`src/rtl/mem_arbiter_pkg.sv`:
```
// Shared encodings for the memory arbiter: FSM states, owners, IO region and access sizes.
package mem_arbiter_pkg;

    typedef enum logic [1:0] {
        StIdle  = 2'd0,
        StRead  = 2'd1,
        StWrite = 2'd2,
        StResp  = 2'd3
    } state_e;

    typedef enum logic {
        OwnIf  = 1'b0,
        OwnLsb = 1'b1
    } owner_e;

    // addr[17:16] value that selects the UART / IO window
    localparam logic [1:0] IoRegion = 2'b11;

    localparam logic [1:0] SizeByte = 2'd0;
    localparam logic [1:0] SizeHalf = 2'd1;
    localparam logic [1:0] SizeWord = 2'd2;

    // Byte count of an LSB access; the illegal size 3 is handled as a word.
    function automatic logic [4:0] ls_len(input logic [1:0] size);
        case (size)
            SizeByte: return 5'd1;
            SizeHalf: return 5'd2;
            default:  return 5'd4;
        endcase
    endfunction

    function automatic logic is_io(input logic [1:0] addr_17_16);
        return addr_17_16 == IoRegion;
    endfunction

endpackage

```
`src/rtl/mem_arbiter.sv`:
```
// Byte-serial RAM port arbiter between the instruction fetcher and the load/store buffer.
module mem_arbiter
    import mem_arbiter_pkg::*;
#(
    parameter int unsigned IF_BYTES = 4
) (
    input  logic                  clk_in,
    input  logic                  rst_in,
    input  logic                  rdy_in,
    input  logic                  rob_clear_up,
    input  logic                  io_buffer_full,
    output logic                  mem_wr,
    output logic [31:0]           mem_a,
    output logic [7:0]            mem_dout,
    input  logic [7:0]            mem_din,
    input  logic                  if_req,
    input  logic [31:0]           if_addr,
    output logic                  if_done,
    output logic [8*IF_BYTES-1:0] if_data,
    input  logic                  ls_req,
    input  logic                  ls_wr,
    input  logic [1:0]            ls_size,
    input  logic [31:0]           ls_addr,
    input  logic [31:0]           ls_wdata,
    output logic                  ls_done,
    output logic [31:0]           ls_rdata
);

    localparam int unsigned DataW = 8 * IF_BYTES;

    state_e             state_q, state_d;
    owner_e             owner_q, owner_d;
    owner_e             last_q, last_d;
    logic [31:0]        addr_q, addr_d;
    logic [4:0]         len_q, len_d;
    logic [4:0]         cnt_q, cnt_d;
    logic               pend_q, pend_d;
    logic               wr_q, wr_d;
    logic [31:0]        wdata_q, wdata_d;
    logic [DataW-1:0]   data_q, data_d;

    logic [31:0] byte_addr;
    logic        issue_rd;
    logic        io_stall;
    logic        issue_wr;
    logic [7:0]  wr_byte;
    owner_e      pick;

    // Per-byte issue decode shared by next-state and output logic
    always_comb begin
        byte_addr = addr_q + 32'(cnt_q);
        issue_rd  = (state_q == StRead) && (cnt_q < len_q);
        io_stall  = (state_q == StWrite) && is_io(byte_addr[17:16]) && io_buffer_full;
        issue_wr  = (state_q == StWrite) && !io_stall;
        case (cnt_q[1:0])
            2'd0:    wr_byte = wdata_q[7:0];
            2'd1:    wr_byte = wdata_q[15:8];
            2'd2:    wr_byte = wdata_q[23:16];
            default: wr_byte = wdata_q[31:24];
        endcase
        // Round-robin only matters when both sides ask at once
        if (if_req && ls_req) begin
            pick = (last_q == OwnLsb) ? OwnIf : OwnLsb;
        end else begin
            pick = if_req ? OwnIf : OwnLsb;
        end
    end

    // Next-state: grant, byte sequencing, flush handling; everything holds while rdy_in is low
    always_comb begin
        state_d = state_q;
        owner_d = owner_q;
        last_d  = last_q;
        addr_d  = addr_q;
        len_d   = len_q;
        cnt_d   = cnt_q;
        pend_d  = pend_q;
        wr_d    = wr_q;
        wdata_d = wdata_q;
        data_d  = data_q;
        if (rdy_in) begin
            case (state_q)
                StIdle: begin
                    if (!rob_clear_up && (if_req || ls_req)) begin
                        owner_d = pick;
                        last_d  = pick;
                        cnt_d   = '0;
                        pend_d  = 1'b0;
                        data_d  = '0;
                        if (pick == OwnIf) begin
                            addr_d  = if_addr & ~(32'(IF_BYTES) - 32'd1);
                            len_d   = 5'(IF_BYTES);
                            wr_d    = 1'b0;
                            state_d = StRead;
                        end else begin
                            addr_d  = ls_addr;
                            len_d   = ls_len(ls_size);
                            wr_d    = ls_wr;
                            wdata_d = ls_wdata;
                            state_d = ls_wr ? StWrite : StRead;
                        end
                    end
                end
                StRead: begin
                    if (rob_clear_up) begin
                        state_d = StIdle;
                        cnt_d   = '0;
                        pend_d  = 1'b0;
                        data_d  = '0;
                    end else begin
                        // pend_q: the byte issued last cycle (index cnt_q-1) is on mem_din now
                        for (int i = 0; i < IF_BYTES; i++) begin
                            if (pend_q && (cnt_q == 5'(i + 1))) begin
                                data_d[8*i +: 8] = mem_din;
                            end
                        end
                        pend_d = issue_rd;
                        if (issue_rd) begin
                            cnt_d = cnt_q + 5'd1;
                        end else begin
                            state_d = StResp;
                        end
                    end
                end
                StWrite: begin
                    // Stores are not cancelled by a flush: they are already committed
                    if (issue_wr) begin
                        cnt_d = cnt_q + 5'd1;
                        if (cnt_q + 5'd1 == len_q) begin
                            state_d = StResp;
                        end
                    end
                end
                default: begin
                    state_d = StIdle;
                    cnt_d   = '0;
                end
            endcase
        end
    end

    // State registers with asynchronous reset
    always_ff @(posedge clk_in or posedge rst_in) begin
        if (rst_in) begin
            state_q <= StIdle;
            owner_q <= OwnIf;
            last_q  <= OwnLsb;
            addr_q  <= '0;
            len_q   <= '0;
            cnt_q   <= '0;
            pend_q  <= 1'b0;
            wr_q    <= 1'b0;
            wdata_q <= '0;
            data_q  <= '0;
        end else begin
            state_q <= state_d;
            owner_q <= owner_d;
            last_q  <= last_d;
            addr_q  <= addr_d;
            len_q   <= len_d;
            cnt_q   <= cnt_d;
            pend_q  <= pend_d;
            wr_q    <= wr_d;
            wdata_q <= wdata_d;
            data_q  <= data_d;
        end
    end

    // RAM port drive; zero whenever no byte is being issued
    always_comb begin
        mem_wr   = 1'b0;
        mem_a    = '0;
        mem_dout = '0;
        if (issue_wr && rdy_in) begin
            mem_wr   = 1'b1;
            mem_a    = byte_addr;
            mem_dout = wr_byte;
        end else if (state_q == StRead) begin
            if (rdy_in && issue_rd) begin
                mem_a = byte_addr;
            end else if (!rdy_in && pend_q) begin
                // Keep re-presenting the in-flight byte so mem_din is still its data on resume
                mem_a = byte_addr - 32'd1;
            end
        end
    end

    // Done pulses: held off while frozen, suppressed by a flush for reads only
    always_comb begin
        if_done  = (state_q == StResp) && rdy_in && (owner_q == OwnIf) && !rob_clear_up;
        ls_done  = (state_q == StResp) && rdy_in && (owner_q == OwnLsb) &&
                   (wr_q || !rob_clear_up);
        if_data  = data_q;
        ls_rdata = data_q[31:0];
    end

endmodule

```
`config.mk`:
```
export PLATFORM = sky130hd
export DESIGN_NAME = mem_arbiter
export DESIGN_NICKNAME = d
export VERILOG_FILES = /design/src/rtl/mem_arbiter_pkg.sv /design/src/rtl/mem_arbiter.sv
export SDC_FILE = /design/constraint.sdc
export NUM_CORES = 1
export LEC_CHECK = 0
export BUFFER_PORTS_ARGS = -buffer_cell sky130_fd_sc_hd__buf_2
export CELL_PAD_IN_SITES_DETAIL_PLACEMENT = 2
export CELL_PAD_IN_SITES_GLOBAL_PLACEMENT = 2
export CORE_UTILIZATION = 30
export CTS_CLUSTER_DIAMETER = 40
export DETAILED_ROUTE_END_ITERATION = 12
export GPL_ROUTABILITY_DRIVEN = 0
export GPL_TIMING_DRIVEN = 0
export PLACE_DENSITY = 0.76
export SLEW_MARGIN = 20
export SYNTH_ARGS = -nofsm -noshare
export SYNTH_HDL_FRONTEND = slang
export SYNTH_SLANG_ARGS = --single-unit
```
`constraint.sdc`:
```
create_clock -name clk_in -period 4.34 [get_ports clk_in]
set_input_delay 0 -clock clk_in [delete_from_list [all_inputs] [get_ports clk_in]]
set_output_delay 0 -clock clk_in [all_outputs]
set_load 0.02 [all_outputs]
```
==> reports/qor.yml <==
cts:
  cts_tree: "done"
  cts_inserted_buffers: 9
  cts_max_level: 3
  ctsLongestPathBuffers: 2
  path_clk_slew_ns: 0.09
  cts_sinks: 110
  root_buffer: "clkbuf_16"
  clock_latency_ns: 0.37
grt:
  grt_pass1_vias: 8937
  grtUsageTotal_pct: 25.9
  antenna_found_initial: 3
  grt_start_max_net_pins: 62
  grt_pass1_wl_um: 51700
  overflow: 0
routing:
  wirelength_um: 33300
  dr.pass1.iters: 5
  dr_total_vias: 7879
  via_per_inst: 5.17
  ant_nets: 0
  drt-wirelength-per-cell_um: 21.8
  drc: 0
  drt_iter0_markers: 321
die:
  fp.dieH_um: 161
  pin_count: 221
  dieArea_mm2: 0.0259
  core_mm2: 0.0245
  num_rows: 57
  die_x_um: 161
  initial_core_util_pct: 30.9
synthesis:
  synthSimpleGateAreaFrac_pct: 21.4
  syn_area_per_cell_um2: 8.82
  synth-compound-area-share_pct: 14.4
  synth_fa_ha_area_share_pct: 3.24
  syn_inst: 859
  synth-seq-area-share_pct: 36.4
  synth-edff-count: 0
  synth_fp_nets: 992
  ys_ff_latch: 110
  synth_top_family_by_area: "simple AND/OR/NAND/NOR gates"
  synth.area.mux_share_pct: 11.2
  syn_area_mm2: 0.00757
  synth_xor_area_share_pct: 5.90
  synth_warnings: 0
  synthFlopType: "dfrtp_1"
  async_flop_share_pct: 100
  yosysUniqueCellTypes: 74
worst_setup_path:
  crit_arrival_ns: 4.17
  cpLargestDelayFamily: "compound AO/OA/AOI/OAI gates"
  cp_max_fo: 10
  critical_path.slowest_cell: "dfrtp_1"
  crit-reg2reg-launch: "cnt_q[4]"
  worst-path-buf-inv: 4
  startpoint: "cnt_q[4]"
  cp.required_ns: 4.34
  crit_chain: "ha_1, buf_2, a21oi_4, o211a_1, buf_2, o32ai_1, nor3_1, nand2_1, nor4b_4, buf_4, a31oi_1, a31oi_1, mux2i_1, buf_2"
  cpPeakStageDelay_ns: 0.54
  cp-start-kind: "flop"
  cpMostUsedCell: "buf_2"
  path_class: "reg2out"
  cp-end-kind: "output pin"
cells_and_area:
  drive_gt1_share_pct: 32.1
  post-route-util_pct: 42.8
  num-fill-cells: 2784
  multi_input_area_mm2: 0.00431
  final_common_cell: "buf_2"
  final_cell_mix: "buf_2 (221), nand2_1 (107), dfrtp_1 (107)"
  seq_area_mm2: 0.00276
  final_area_mm2: 0.0105
  final_cells: 1524
  syn2layout_area_growth_pct: 38.7
  fin_nets: 1324
timing:
  setup_viol: 0
  finalCritPeriodShare_pct: 96.0
  finalWorstSetupSlack_ns: 0.173
  maxSlewViolCount: 0
  rsz0062_at_grt: "false"
  relSlewSlack_pct: 26.6
  finalCriticalPeriod_ns: 4.17
  fmax_mhz: 240
  worst_pin_slew_ns: 1.10
  finalHoldWorstSlack_ns: 0.0628
  fin_skew_ns: 0.0149
  finalSetupTns_ns: 0
  final-hold-violation-count: 0
placement:
  post-dp-hpwl_um: 22600
  place_area_mm2: 0.00910
  dpl_worst_slack_ns: 0.271
  placed_cells: 1401
  port_buffers: 217
pwr:
  powerDensity_mw_per_mm2: 647
  ir_drop_mv: 0.276
  switching_share_pct: 47.8
  p_sw_mw: 3.25
  clkPwrFrac_pct: 13.4
  p_int_mw: 3.55
  total_power_mw: 6.80
  power.leakage_nw: 4.81
  combPwrFrac_pct: 57.9
  seqPwrFrac_pct: 28.7
hold_path:
  min_from: "mem_din[0]"
  hp-class: "in2reg"
flow_run:
  maxCapViolations: 0
status:
  status: "completed"
## routing by layer
layer	vias up	wire length (um)	track usage, %
met4	0	872	8.32
met3	51	1370	4.16
met5	-	0	0
met1	3941	13800	30.7
li1	3652	-	-
met2	235	17200	47.3
## final timing paths
check                              endpoint  slack (ns)  cells past startpoint
worst max-delay path              mem_a[17]        0.17                     14
worst min-delay path            if_data[24]        0.06                      3
worst max register to register     cnt_q[4]        0.78                     13
worst min register to register    addr_q[0]        0.52                      2
max in group asynchronous          cnt_q[1]        3.37                      4
min in group asynchronous        wdata_q[1]        0.22                      3
## tightest hold or removal path, stage by stage
cell,delay [ns]
buf_2,0.07
and2_1,0.16
mux2_2,0.16
## cell usage after synthesis, types with 3 or more instances
cell type | count | area share [%]
a222oi_1 | 8 | 1.1
o21ai_0 | 24 | 1.6
or3_1 | 6 | 0.50
or2_2 | 3 | 0.25
xnor2_1 | 32 | 3.7
o211ai_1 | 7 | 0.69
nand2b_1 | 9 | 0.74
nor3_1 | 18 | 1.2
nor4_1 | 3 | 0.25
dfrtp_1 | 109 | 36
nand4_1 | 8 | 0.66
a211oi_1 | 6 | 0.59
nor2_1 | 106 | 5.3
and2_1 | 16 | 1.3
buf_6 | 4 | 0.59
inv_1 | 22 | 1.1
o22ai_1 | 5 | 0.41
buf_2 | 4 | 0.26
and3_1 | 7 | 0.58
a21o_1 | 4 | 0.40
a31oi_1 | 38 | 3.1
mux2_2 | 67 | 10
o31ai_1 | 8 | 0.79
xor2_1 | 19 | 2.2
nand2_1 | 107 | 5.3
nor2b_1 | 4 | 0.33
mux2i_1 | 8 | 1.1
clkbuf_1 | 38 | 1.9
ha_1 | 18 | 3.0
buf_4 | 36 | 3.6
a21oi_1 | 34 | 2.2
nand3_1 | 30 | 2.0
## final cells by class
| class | count | share of cell area [%] |
|---|---|---|
| multi-input combinational | 643 | 41.0 |
| antenna | 4 | 0.0953 |
| clock inverter | 7 | 0.834 |
| inverter | 22 | 0.834 |
| sequential | 110 | 26.2 |
| buffer | 84 | 4.63 |
| clock buffer | 9 | 2.14 |
| timing repair buffer | 321 | 20.3 |
| tap | 324 | 3.86 |
## cell families (layout without fill, tap and decap cells)
family / after synthesis / in the layout
mux: 76 / 76
xor+xnor: 51 / 51
simple gates: 338 / 338
fa+ha+maj: 19 / 19
buf+inv: 106 / 443
flops: 110 / 110
compound gates: 159 / 159
other cells: 0 / 4
## power groups by stage
stage,registers [mW],logic [mW],clock network [mW]
after floorplan,1.90,2.38,0
after global placement,1.89,3.41,0
after detailed placement,1.92,3.54,0
after CTS,1.91,3.82,0.901
after global routing,2.00,4.26,0.951
final,1.95,3.94,0.911
## what timing repair did
| item | 4_1_cts | 5_1_grt |
|---|---|---|
| resized for setup | 3 | 11 |
| buffers inserted | 1 | 3 |
| setup endpoints to repair | 8 | 23 |
| pin swaps | 1 | 3 |
| endpoints found under the hold margin | 116 | 0 |
| hold buffers | 99 | 0 |
## flip-flops by register name, summed over array words and instances, names as in the netlist
| signal | cells |
|---|---|
| addr_q | 32 |
| owner_q | 1 |
| last_q | 1 |
| cnt_q | 5 |
| len_q | 3 |
| wdata_q | 32 |
| wr_q | 1 |
| pend_q | 1 |
| state_q | 2 |
| if_data | 32 |
Power figures use the tool's default switching activity.
